### src/rtl/demux_pkg.sv
// ---------------------------------------------------------------------------
// demux_pkg
//   Shared constants and the one-hot helper used by the demux slice.
//
//   DEMUX_SEL_W_DEF / DEMUX_OUT_W_DEF : default select width / output count.
//   DEMUX_MAX_SEL_W / DEMUX_MAX_OUT_W : widest select the helper supports.
//   onehot(sel, outW)                 : vector with bit sel set, or all
//                                       zero when sel >= outW.
//
//   Optional feature macro used by the slice: DEMUX_ERR_EN.
// ---------------------------------------------------------------------------
package demux_pkg;

    localparam int DEMUX_SEL_W_DEF = 3;
    localparam int DEMUX_OUT_W_DEF = 8;

    // The helper works on a fixed maximum width so it can be shared by any
    // parameterisation; callers narrow the result with a size cast.
    localparam int DEMUX_MAX_SEL_W = 8;
    localparam int DEMUX_MAX_OUT_W = 1 << DEMUX_MAX_SEL_W;

    // Binary index to one-hot.  An index at or above outW is never wrapped
    // or masked into range; it simply produces an all-zero vector.
    function automatic logic [DEMUX_MAX_OUT_W-1:0] onehot(
        input logic [DEMUX_MAX_SEL_W-1:0] sel,
        input int                         outW
    );
        logic [DEMUX_MAX_OUT_W-1:0] vec;
        vec = '0;
        if (int'(sel) < outW) begin
            vec[sel] = 1'b1;
        end
        return vec;
    endfunction

endpackage

### src/rtl/demux_decode.sv
// ---------------------------------------------------------------------------
// demux_decode
//   Purely combinational select-to-one-hot decoder with range check.
//
//   Parameters : SEL_W (select width, <= DEMUX_MAX_SEL_W), OUT_W (outputs)
//   Ports      : sel_i    [SEL_W-1:0]  binary select
//                onehot_o [OUT_W-1:0]  one-hot decode, zero if out of range
//                err_o                 sel_i >= OUT_W (only with DEMUX_ERR_EN)
// ---------------------------------------------------------------------------
module demux_decode
    import demux_pkg::*;
#(
    parameter int SEL_W = DEMUX_SEL_W_DEF,
    parameter int OUT_W = DEMUX_OUT_W_DEF
) (
    input  logic [SEL_W-1:0] sel_i,
    output logic [OUT_W-1:0] onehot_o
`ifdef DEMUX_ERR_EN
    ,
    output logic             err_o
`endif
);

    // The shared helper returns the widest vector; only the low OUT_W bits
    // are meaningful here, so the cast drops the rest.
    always_comb begin
        onehot_o = OUT_W'(onehot(DEMUX_MAX_SEL_W'(sel_i), OUT_W));
    end

`ifdef DEMUX_ERR_EN
    // Out-of-range flag.  When OUT_W covers every select code this folds to
    // a constant zero.
    always_comb begin
        err_o = (int'(sel_i) >= OUT_W);
    end
`endif

endmodule

### src/rtl/demux.sv
// ---------------------------------------------------------------------------
// demux
//   Registered 1-of-N output demultiplexer (binary-to-one-hot decoder).
//   yy takes one-hot(sel) on every rising clk edge; it is driven straight
//   from flops so there is no combinational path from sel to yy.
//
//   Parameters : SEL_W (default 3), OUT_W (default 8, 1..2**SEL_W)
//   Ports (declaration order is fixed for positional instantiation):
//     yy      [OUT_W-1:0] out  registered one-hot output
//     clk                 in   rising-edge clock
//     sel     [SEL_W-1:0] in   binary index of the output to assert
//     rst_n               in   asynchronous active-low reset
//     sel_err             out  registered sel >= OUT_W flag
//                              (present only when DEMUX_ERR_EN is defined)
// ---------------------------------------------------------------------------
module demux
    import demux_pkg::*;
#(
    parameter int SEL_W = DEMUX_SEL_W_DEF,
    parameter int OUT_W = DEMUX_OUT_W_DEF
) (
    output logic [OUT_W-1:0] yy,
    input  logic             clk,
    input  logic [SEL_W-1:0] sel,
    input  logic             rst_n
`ifdef DEMUX_ERR_EN
    ,
    output logic             sel_err
`endif
);

    logic [OUT_W-1:0] yy_d;
    logic [OUT_W-1:0] yy_q;

`ifdef DEMUX_ERR_EN
    logic sel_err_d;
    logic sel_err_q;
`endif

    demux_decode #(
        .SEL_W (SEL_W),
        .OUT_W (OUT_W)
    ) u_decode (
        .sel_i    (sel),
        .onehot_o (yy_d)
`ifdef DEMUX_ERR_EN
        ,
        .err_o    (sel_err_d)
`endif
    );

    // Output register.  Reset clears the outputs immediately without waiting
    // for a clock; afterwards the decode is captured once per rising edge.
    always_ff @(posedge clk or negedge rst_n) begin
        if (!rst_n) begin
            yy_q <= '0;
        end else begin
            yy_q <= yy_d;
        end
    end

`ifdef DEMUX_ERR_EN
    // The error flag is registered alongside yy so both describe the same
    // captured select value.
    always_ff @(posedge clk or negedge rst_n) begin
        if (!rst_n) begin
            sel_err_q <= 1'b0;
        end else begin
            sel_err_q <= sel_err_d;
        end
    end

    assign sel_err = sel_err_q;
`endif

    assign yy = yy_q;

endmodule

### config.mk
export PLATFORM = sky130hd
export DESIGN_NAME = demux
export DESIGN_NICKNAME = d
export VERILOG_FILES = /design/src/rtl/demux_pkg.sv /design/src/rtl/demux_decode.sv /design/src/rtl/demux.sv
export SDC_FILE = /design/constraint.sdc
export NUM_CORES = 1
export LEC_CHECK = 0
export BUFFER_PORTS_ARGS = -buffer_cell sky130_fd_sc_hd__buf_2
export CORE_AREA = 2 2 39 41
export DETAILED_ROUTE_END_ITERATION = 6
export DIE_AREA = 0 0 41 43
export PLACE_DENSITY_LB_ADDON = 0.3
export SLEW_MARGIN = 15
export SYNTH_ARGS = -nofsm -noshare
export SYNTH_HDL_FRONTEND = slang
export SYNTH_HIERARCHICAL = 1
export SYNTH_SLANG_ARGS = --single-unit
export TNS_END_PERCENT = 30
### constraint.sdc
create_clock -name clk -period 0.8 [get_ports clk]
set_input_delay 0 -clock clk [delete_from_list [all_inputs] [get_ports clk]]
set_output_delay 0 -clock clk [all_outputs]
set_load 0.01 [all_outputs]
; ---- Yosys cells after proc, flatten, opt, wreduce, memory -nomap -nowiden
; Cells that the tools add are included.
[classes]
n_reduce_logical = 1
shift = 0
n_mul = 0
eq_ne = 0
bitwise = 0
addsub = 0
mux = 2
order_cmp = 2
div_mod_pow = 0
[op_table]
columns = operator, count
row1 = "3-bit by 9-bit less-than comparator with 1-bit output, second input constant", 1
row2 = 1-bit demux with 3-bit select, 1
row3 = "3-bit by 1-bit greater-or-equal comparator with 1-bit output, second input constant", 1
row4 = 1-bit logical AND, 1
row5 = 1-bit two-way mux, 1
[totals]
romBits = 0
latchBits = 0
out_inout_bits = 8
register_bits = 8
mem_bits_rw = 0
inputBits = 5
elab_cells = 6
n_memories = 0

; ---- Depth between registers and ports, before layout
; Gate-level depths: netlist of run 1.
[logic_depth]
word_depth = 4
ltp_mapped = 1

; ---- Hierarchy
; Netlist of run 1, hierarchy kept.
[by_module_without_submodules]
columns = module, n_inst, area_each_um2, cells_each, seq_area_each_um2
row1 = demux, 1, 200.2, 8, 200.2
row2 = demux_decode, 1, 65.1, 8, 0.0

; ---- Worst setup path before layout of run 1
; OpenSTA, ideal clock, no wires.
[synth_timing]
kind = flip-flop to output port
start = reg yy_q[0] (netlist: yy[0])
end = out yy[0]
arrival_time_ns = 0.376
setup_slack_ns = 0.424
n_path_buf = 0
required_time_ns = 0.800
stages_incl_launch_ff = 1
path_cell_list = dfrtp_1
[synth_rtl]
columns = item, line_no
row1 = start: declaration, demux.sv:33  ; logic [OUT_W-1:0] yy_q;
row2 = start signal: assignment, demux.sv:58  ; yy_q <= yy_d;
row3 = end: declaration, demux.sv:22  ; output logic [OUT_W-1:0] yy,
; No word-level cell between the ends.

; ---- Final worst setup path of run 1
[layout_timing]
start = in sel[2]
end = reg yy_q[6] (netlist: yy[6])
[layout_via]
elab_chain_cells = 4
elab_cells_between_ends = 5
cone_classes = order compare: 2 / mux: 2 / reduce/logical: 1
[layout_lines]
columns = item, line_no
row1 = start: declaration, demux.sv:24  ; input logic [SEL_W-1:0] sel,
row2 = 3-bit by 9-bit less-than comparator with 1-bit output (not written as such) / 3-bit by 1-bit greater-or-equal comparator with 1-bit output (equally long branches), demux_pkg.sv:31  ; vec[sel] = 1'b1;
row3 = 1-bit logical AND (not written as such), demux_pkg.sv:31
row4 = 1-bit two-way mux (not written as such), demux_pkg.sv:31
row5 = 1-bit demux with 3-bit select (*), --
row6 = named net yy_d[6], demux.sv:32  ; logic [OUT_W-1:0] yy_d;
; The timed path passes the listed nets; every way through them passes the cells marked *.

==> flow_metrics.py, run 1 <==
metrics = {
    "global_route": {
        "grt_pass1_vias": 194,
        "grt_antenna_before_repair": 0,
        "globalRouteOverflowTotal": 0,
        "grtUsageTotal_pct": 7.121,
        "grt_max_degree": 9,
        "grt_pass1_wl_um": 710,
    },
    "route": {
        "vias": 192,
        "wl_met1_um": 141,
        "drc": 0,
        "highest_layer": "met4",
        "drt_pass1_iterations": 3,
        "routed_wirelength_um": 441,
        "wl_per_cell_um": 8.647,
        "drt_iter0_markers": 1,
        "dr_wl_met2_um": 244,
        "routed_via_density": 3.765,
        "ant_nets": 0,
        "wl_met3_um": 28,
    },
    "timing": {
        "setup_viol": 0,
        "fin_crit_sh_pct": 96.09,
        "slew_headroom_pct": 89.06,
        "setup_ws_ns": 0.03128,
        "clock.fmax_ghz": 1.301,
        "hold_viol": 0,
        "grt_setup_unrepaired": "no",
        "setup_tns_ns": 0,
        "drv_slew": 0,
        "layout_min_cycle_time_ns": 0.7687,
        "tightest_slew_ns": 0.1641,
    },
    "worst_setup_path": {
        "cp.required_ns": 0.94,
        "crit_path_end_kind": "flop",
        "critical_path_class": "primary input to flop",
        "cp-start-kind": "primary input",
        "crit_fanout": 8,
        "cp.arrival_ns": 0.91,
    },
    "die": {
        "initial_utilization_pct": 19.17,
        "die_area_um2": 1763,
        "fp-row-count": 14,
        "die_w_um": 41,
        "coreArea_um2": 1384,
        "io_pins": 13,
        "die_height_um": 43,
    },
    "cts": {
        "postCtsSetupRepairBufs": 0,
        "clk_pin_slew_ns": 0.05,
        "clock_path_buffers": 2,
        "cts_sinks": 8,
        "cts_hold_buf": 4,
        "cts_resized": 0,
        "cts_tree": "yes",
        "h-tree-depth": 1,
        "cts.root.buffer_cell": "clkbuf_4",
        "numCtsBuffers": 3,
    },
    "cells_and_area": {
        "antennaDiodeCount": 0,
        "drive_gt1_share_pct": 54.29,
        "fin_area_um2": 407.9,
        "final_nets": 42,
        "area_growth_pct": 53.77,
        "largest_reg_flops": 8,
    },
    "placement": {
        "place_area_um2": 345.3,
        "port_buffers": 12,
        "dp_slack_ns": 0.3184,
        "gp_congestion": 0.6934,
    },
    "logic_synthesis": {
        "synthCells": 16,
        "yosysWarnings": 6,
        "syn_nets": 21,
        "yosysSeqAreaShare_pct": 75.47,
        "synth.avg_cell_area_um2": 16.58,
        "ys_seq_elements": 8,
        "synth_area_um2": 265.3,
        "synth_cell_types": 5,
    },
    "flow_run": {
        "cap_viol_max_count": 0,
    },
    "power_and_ir_drop": {
        "irDropWorstVdd_v": 0.0004698,
        "switching_power_mw": 0.1707,
        "seqPwrFrac_pct": 52.7,
        "power.internal_mw": 0.6333,
        "p_leak_nw": 0.2250,
        "power_density_nw_per_um2": 1971,
        "switching_share_pct": 21.23,
        "combPwrFrac_pct": 10.0,
        "pwr-share-clk_pct": 37.3,
    },
    "outcome": {
        "run_status": "finished, final reports clean",
    },
    "min_path": {
        "hp-class": "primary input to async pin",
    },
}
[cell usage in the layout (no fill, tap or decap)]
master	netlist	final
and3_2	1	1
nor3b_1	3	3
buf_2	0	12
dlygate4sd3_1	0	4
clkbuf_4	0	3
and3b_2	3	3
dfrtp_1	8	8
nor3_1	1	1
[power groups by stage]
stage          Sequential (mW)  Combinational, mW  Clock (mW)
2_1_floorplan            0.440             0.0143           0
3_3_place_gp             0.430             0.0654           0
3_5_place_dp             0.430             0.0668           0
4_1_cts                  0.423             0.0819       0.316
5_1_grt                  0.424             0.0891       0.336
6_report                 0.423             0.0805       0.300
[critical path: stages]
cell and delay, ns:
dlygate4sd3_1 0.54, buf_2 0.16, and3b_2 0.21
[cell type report]
type                            count  area [um^2]
Fill cell                         149        975.9
Sequential cell                     8        200.2
Timing Repair Buffer               16        100.1
Multi-Input combinational cell      8        65.06
Clock buffer                        3        22.52
Tap cell                           16        20.02
[through the flow]
step	std cells	util, %	power [mW]	hold WS (ns)
floorplan	16	-	0.4544	-0.2956
global placement	44	24.95	0.4954	-0.1596
detailed placement	44	24.95	0.4969	-0.1579
CTS	51	29.48	0.8216	0.1153
global route	51	29.48	0.8497	0.1298
finish	51	29.48	0.8041	0.1107
[worst max-delay path by stage]
| stage | cells after the start | start | endpoint | slack (ns) |
|---|---|---|---|---|
| 4_1_cts | 3 | sel[2] | yy[6] | 0.05 |
| 3_3_place_gp | 1 | yy[2] | yy[2] | 0.33 |
| 2_1_floorplan | 0 | yy[0] | yy[0] | 0.42 |
| 6_report | 3 | sel[2] | yy[6] | 0.03 |
| 3_5_place_dp | 2 | sel[0] | yy[6] | 0.32 |
| 5_1_grt | 1 | yy[1] | yy[1] | 0.02 |
[cells by family after synthesis]
| kind of cell | synth area share (%) |
|---|---|
| flops | 75.47 |
| simple gates | 24.53 |
[per-layer routing]
layer | track usage [%] | vias up
li1 | - | 94
met1 | 4.698 | 89
met2 | 10.00 | 7
met3 | 3.141 | 2
met4 | 12.00 | 0
met5 | 0 | -
[cells in the mapped netlist (all sizes together)]
| cell | number | area share (%) |
|---|---|---|
| and3 | 1 | 2.8 |
| dfrtp | 8 | 75 |
| nor3b | 3 | 8.5 |
| nor3 | 1 | 1.9 |
| and3b | 3 | 11 |
Power figures use the tool's default switching activity.
==> inputs of run 2 (changes only) <==
==> constraint.sdc (replaced) <==
create_clock -name clk -period 0.8 [get_ports clk]
set_input_delay 0.2 -clock clk [delete_from_list [all_inputs] [get_ports clk]]
set_output_delay 0.2 -clock clk [all_outputs]
set_load 0.01 [all_outputs]
==> flow_metrics.py, run 2 (same netlist as run 1, synthesis figures left out) <==
metrics = {
    "cells_and_area": {
        "drive_gt1_share_pct": 59.38,
        "antennaDiodeCount": 0,
        "final_cell_mix": "buf_2 (12), dfrtp_1 (8), clkbuf_4 (3), and3b_2 (3), nor3b_1 (3)",
        "area_growth_pct": 42.45,
        "seq_area_um2": 200.2,
        "final_nets": 39,
        "largest_reg_flops": 8,
        "final_common_cell": "buf_2",
        "fillers": 153,
        "multiInputGateArea_um2": 65.06,
    },
    "global_route": {
        "grtUsageTotal_pct": 6.612,
        "grt_pass1_wl_um": 641,
        "grt_antenna_before_repair": 0,
        "grt_pass1_vias": 173,
        "globalRouteOverflowTotal": 0,
        "grt_max_degree": 9,
    },
    "placement": {
        "gp_congestion": 0.6934,
        "port_buffers": 12,
    },
    "worst_setup_path": {
        "path_cells": "buf_2",
        "crit_path_end_kind": "primary output",
        "slowest_stage": "dfrtp_1",
        "crit_fanout": 1,
        "critical_path.max_stage_delay_ns": 0.35,
        "cp-start-kind": "flop",
        "cp.required_ns": 0.60,
        "cp.arrival_ns": 0.74,
        "critical_path.top_delay_family": "flip-flops",
        "worst-path-buf-inv": 1,
        "critical_path_class": "flop to primary output",
    },
    "power_and_ir_drop": {
        "power_density_nw_per_um2": 2097,
        "irDropWorstVdd_v": 0.0004703,
        "p_leak_nw": 0.2125,
        "power.total_mw": 0.7922,
    },
    "cts": {
        "h-tree-depth": 1,
        "cts_tree": "yes",
        "cts.root.buffer_cell": "clkbuf_4",
        "clock_path_buffers": 2,
        "cts_resized": 0,
        "numCtsBuffers": 3,
        "cts_sinks": 8,
        "postCtsSetupRepairBufs": 0,
        "clk_pin_slew_ns": 0.05,
    },
    "route": {
        "drc": 0,
        "routed_wirelength_um": 408,
        "ant_nets": 0,
        "drt_iter0_markers": 1,
        "wl_per_cell_um": 8.500,
        "routed_via_density": 3.708,
        "drt_pass1_iterations": 3,
        "vias": 178,
    },
    "timing": {
        "hold_viol": 0,
        "tightest_slew_ns": 0.1641,
        "fin_crit_sh_pct": 117.2,
        "clock.fmax_ghz": 1.066,
        "slew_headroom_pct": 89.06,
        "setup_ws_ns": -0.1377,
        "grt_setup_unrepaired": "yes",
        "layout_min_cycle_time_ns": 0.9377,
        "setup_tns_ns": -1.055,
        "drv_slew": 0,
        "setup_viol": 8,
        "hold_slack_ns": 0.1823,
    },
    "outcome": {
        "run_status": "finished, violations left",
        "failed_checks": "negative setup slack",
    },
    "die": {
        "initial_utilization_pct": 19.17,
        "die_height_um": 43,
        "fp-row-count": 14,
        "die_area_um2": 1763,
        "coreArea_um2": 1384,
        "die_w_um": 41,
        "io_pins": 13,
    },
    "flow_run": {
        "cap_viol_max_count": 0,
    },
    "min_path": {
        "hp-class": "primary input to flop",
    },
}
## run 2: changes by cell type in the layout (fill, tap and decap cells not counted), sizes merged
cell         delta
dlygate4sd3     -3
## run 2: path summary, 6_finish.rpt
path | startpoint | endpoint | slack (ns) | depth (start not counted)
worst min-delay path | sel[2] | yy[0] | 0.18 | 2
max in group asynchronous | rst_n | yy[3] | 0.33 | 2
min in group asynchronous | rst_n | yy[2] | 0.31 | 2
worst max-delay path | yy[2] | yy[2] | -0.14 | 1
## run 2: cell type report
class                      count  share of cell area (%)
clock buffer                   3                   5.960
multi-input combinational      8                   17.22
sequential                     8                   52.98
tap                           16                   5.298
timing repair buffer          13                   18.54
## run 2: where the power goes
part / leakage [nW] / internal (mW) / switching (mW) / total, mW
sequential: 0.108 / 0.421 / 0.00279 / 0.423
combinational: 0.0911 / 0.0322 / 0.0370 / 0.0691
clock: 0.0138 / 0.171 / 0.129 / 0.300
total: 0.212 / 0.624 / 0.168 / 0.792
## run 2: per-stage QoR
stage / util [%] / instance area (um^2) / std cells / setup WS (ns)
detailed placement: 24.95 / 345.3 / 44 / 0.1184
finish: 27.31 / 377.9 / 48 / -0.1377
global placement: 24.95 / 345.3 / 44 / 0.1314
CTS: 27.31 / 377.9 / 48 / -0.1518
global route: 27.31 / 377.9 / 48 / -0.1777
floorplan: - / 265.3 / 16 / 0.2244
## run 2: timing repair
item / CTS / global route
hold endpoints to repair: 8 / 0
cloned: 0 / 0
endpoints found under the setup margin: 8 / 8
hold buffers: 1 / 0
## run 2: routing by layer
| layer | routed length (um) | track usage (%) |
|---|---|---|
| met1 | 121 | 3.691 |
| met2 | 229 | 9.375 |
| met3 | 30 | 3.141 |
| met4 | 27 | 12.00 |
| met5 | 0 | 0 |
==> inputs of run 3 (changes only) <==
==> constraint.sdc (replaced) <==
create_clock -name clk -period 0.8 [get_ports clk]
set_input_delay 0.2 -clock clk [delete_from_list [all_inputs] [get_ports clk]]
set_output_delay 0.2 -clock clk [all_outputs]
set_load 0.05 [all_outputs]
==> flow_metrics.py, run 3 (same netlist as run 1, synthesis figures left out) <==
metrics = {
    "outcome": {
        "run_status": "finished, violations left",
        "failed_checks": "negative setup slack",
    },
    "die": {
        "io_pins": 13,
        "coreArea_um2": 1384,
        "die_area_um2": 1763,
        "die_w_um": 41,
        "initial_utilization_pct": 19.17,
        "die_height_um": 43,
        "fp-row-count": 14,
    },
    "global_route": {
        "grt_pass1_vias": 180,
        "grt_pass1_wl_um": 669,
        "grt_max_degree": 9,
        "grt_antenna_before_repair": 0,
        "grtUsageTotal_pct": 6.816,
        "globalRouteOverflowTotal": 0,
    },
    "timing": {
        "hold_slack_ns": 0.1822,
        "layout_min_cycle_time_ns": 0.9730,
        "fin_crit_sh_pct": 121.6,
        "clock.fmax_ghz": 1.028,
        "setup_ws_ns": -0.1730,
        "setup_viol": 8,
        "slew_headroom_pct": 89.05,
        "drv_slew": 0,
        "hold_viol": 0,
        "tightest_slew_ns": 0.1642,
        "grt_setup_unrepaired": "yes",
    },
    "power_and_ir_drop": {
        "combPwrFrac_pct": 15.9,
        "pwr-share-clk_pct": 34.7,
        "seqPwrFrac_pct": 49.5,
        "power_density_nw_per_um2": 2020,
        "switching_power_mw": 0.2209,
        "power.total_mw": 0.8643,
        "p_leak_nw": 0.2200,
        "power.internal_mw": 0.6434,
        "irDropWorstVdd_v": 0.0004782,
        "switching_share_pct": 25.56,
    },
    "route": {
        "routed_via_density": 3.750,
        "routed_wirelength_um": 414,
        "ant_nets": 0,
        "drc": 0,
        "drt_pass1_iterations": 3,
        "vias": 180,
        "drt_iter0_markers": 1,
        "wl_per_cell_um": 8.625,
    },
    "cells_and_area": {
        "multiInputGateArea_um2": 65.06,
        "area_growth_pct": 61.32,
        "final_cell_mix": "buf_6 (8), dfrtp_1 (8), buf_2 (4)",
        "drive_gt1_share_pct": 59.38,
        "final_nets": 39,
        "seq_area_um2": 200.2,
        "fillers": 148,
        "antennaDiodeCount": 0,
        "largest_reg_flops": 8,
    },
    "min_path": {
        "hp-class": "primary input to flop",
        "hold_depth": 2,
    },
    "worst_setup_path": {
        "worst-path-buf-inv": 1,
        "slowest_stage": "dfrtp_1",
        "worst-path-stages": 1,
        "cp.required_ns": 0.60,
        "path_cells": "buf_6",
        "cp.arrival_ns": 0.77,
        "critical_path_class": "flop to primary output",
        "critical_path.max_stage_delay_ns": 0.37,
        "crit_fanout": 1,
        "crit_path_end_kind": "primary output",
        "cp-start-kind": "flop",
        "critical_path.top_delay_family": "flip-flops",
    },
    "cts": {
        "clk_pin_slew_ns": 0.05,
        "cts.root.buffer_cell": "clkbuf_4",
        "postCtsSetupRepairBufs": 0,
        "cts_tree": "yes",
        "h-tree-depth": 1,
        "numCtsBuffers": 3,
        "clock_path_buffers": 2,
        "cts_sinks": 8,
    },
    "placement": {
        "port_buffers": 12,
        "gp_congestion": 0.6934,
        "dp_slack_ns": 0.04639,
    },
    "flow_run": {
        "cap_viol_max_count": 0,
    },
}
## run 3: cell type report
class / count / share of cell area [%]
Multi-Input combinational cell: 8 / 15.20
Tap cell: 16 / 4.678
Sequential cell: 8 / 46.78
Timing Repair Buffer: 13 / 28.07
Clock buffer: 3 / 5.263
## run 3: path summary, 6_finish.rpt
| path | from | to | slack, ns |
|---|---|---|---|
| min in group asynchronous | rst_n | yy[2] | 0.31 |
| max in group asynchronous | rst_n | yy[3] | 0.33 |
| worst max-delay path | yy[2] | yy[2] | -0.17 |
| worst min-delay path | sel[2] | yy[0] | 0.18 |
## run 3: power by group through the flow
stage | Clock, mW | Combinational, mW | Sequential (mW)
CTS | 0.316 | 0.139 | 0.427
detailed placement | 0 | 0.116 | 0.430
global placement | 0 | 0.114 | 0.430
global route | 0.339 | 0.145 | 0.428
finish | 0.300 | 0.137 | 0.427
floorplan | 0 | 0.0143 | 0.488
## run 3: what timing repair did
item / 4_1_cts / 5_1_grt
setup endpoints to repair: 8 / 8
hold endpoints to repair: 8 / 0
resized for setup: 16 / 0
cloned: 0 / 0
hold buffers: 1 / 0
pin swaps: 0 / 0
## run 3: stage by stage
| step | std cells | setup TNS (ns) | util (%) | instance area, um^2 |
|---|---|---|---|---|
| after CTS | 48 | -1.458 | 30.92 | 427.9 |
| after global placement | 44 | 0 | 24.95 | 345.3 |
| after global routing | 48 | -1.596 | 30.92 | 427.9 |
| after detailed placement | 44 | 0 | 24.95 | 345.3 |
| final | 48 | -1.355 | 30.92 | 427.9 |
| after floorplan | 16 | 0 | - | 265.3 |
## run 3: routing by layer
metal	share of wire (%)	global-route usage [%]	routed length, um	vias up
li1	-	-	-	88
met1	29	4.027	122	83
met2	57	9.688	238	7
met3	6.3	3.141	26	2
met4	6.5	12.00	27	0
met5	0	0	0	-
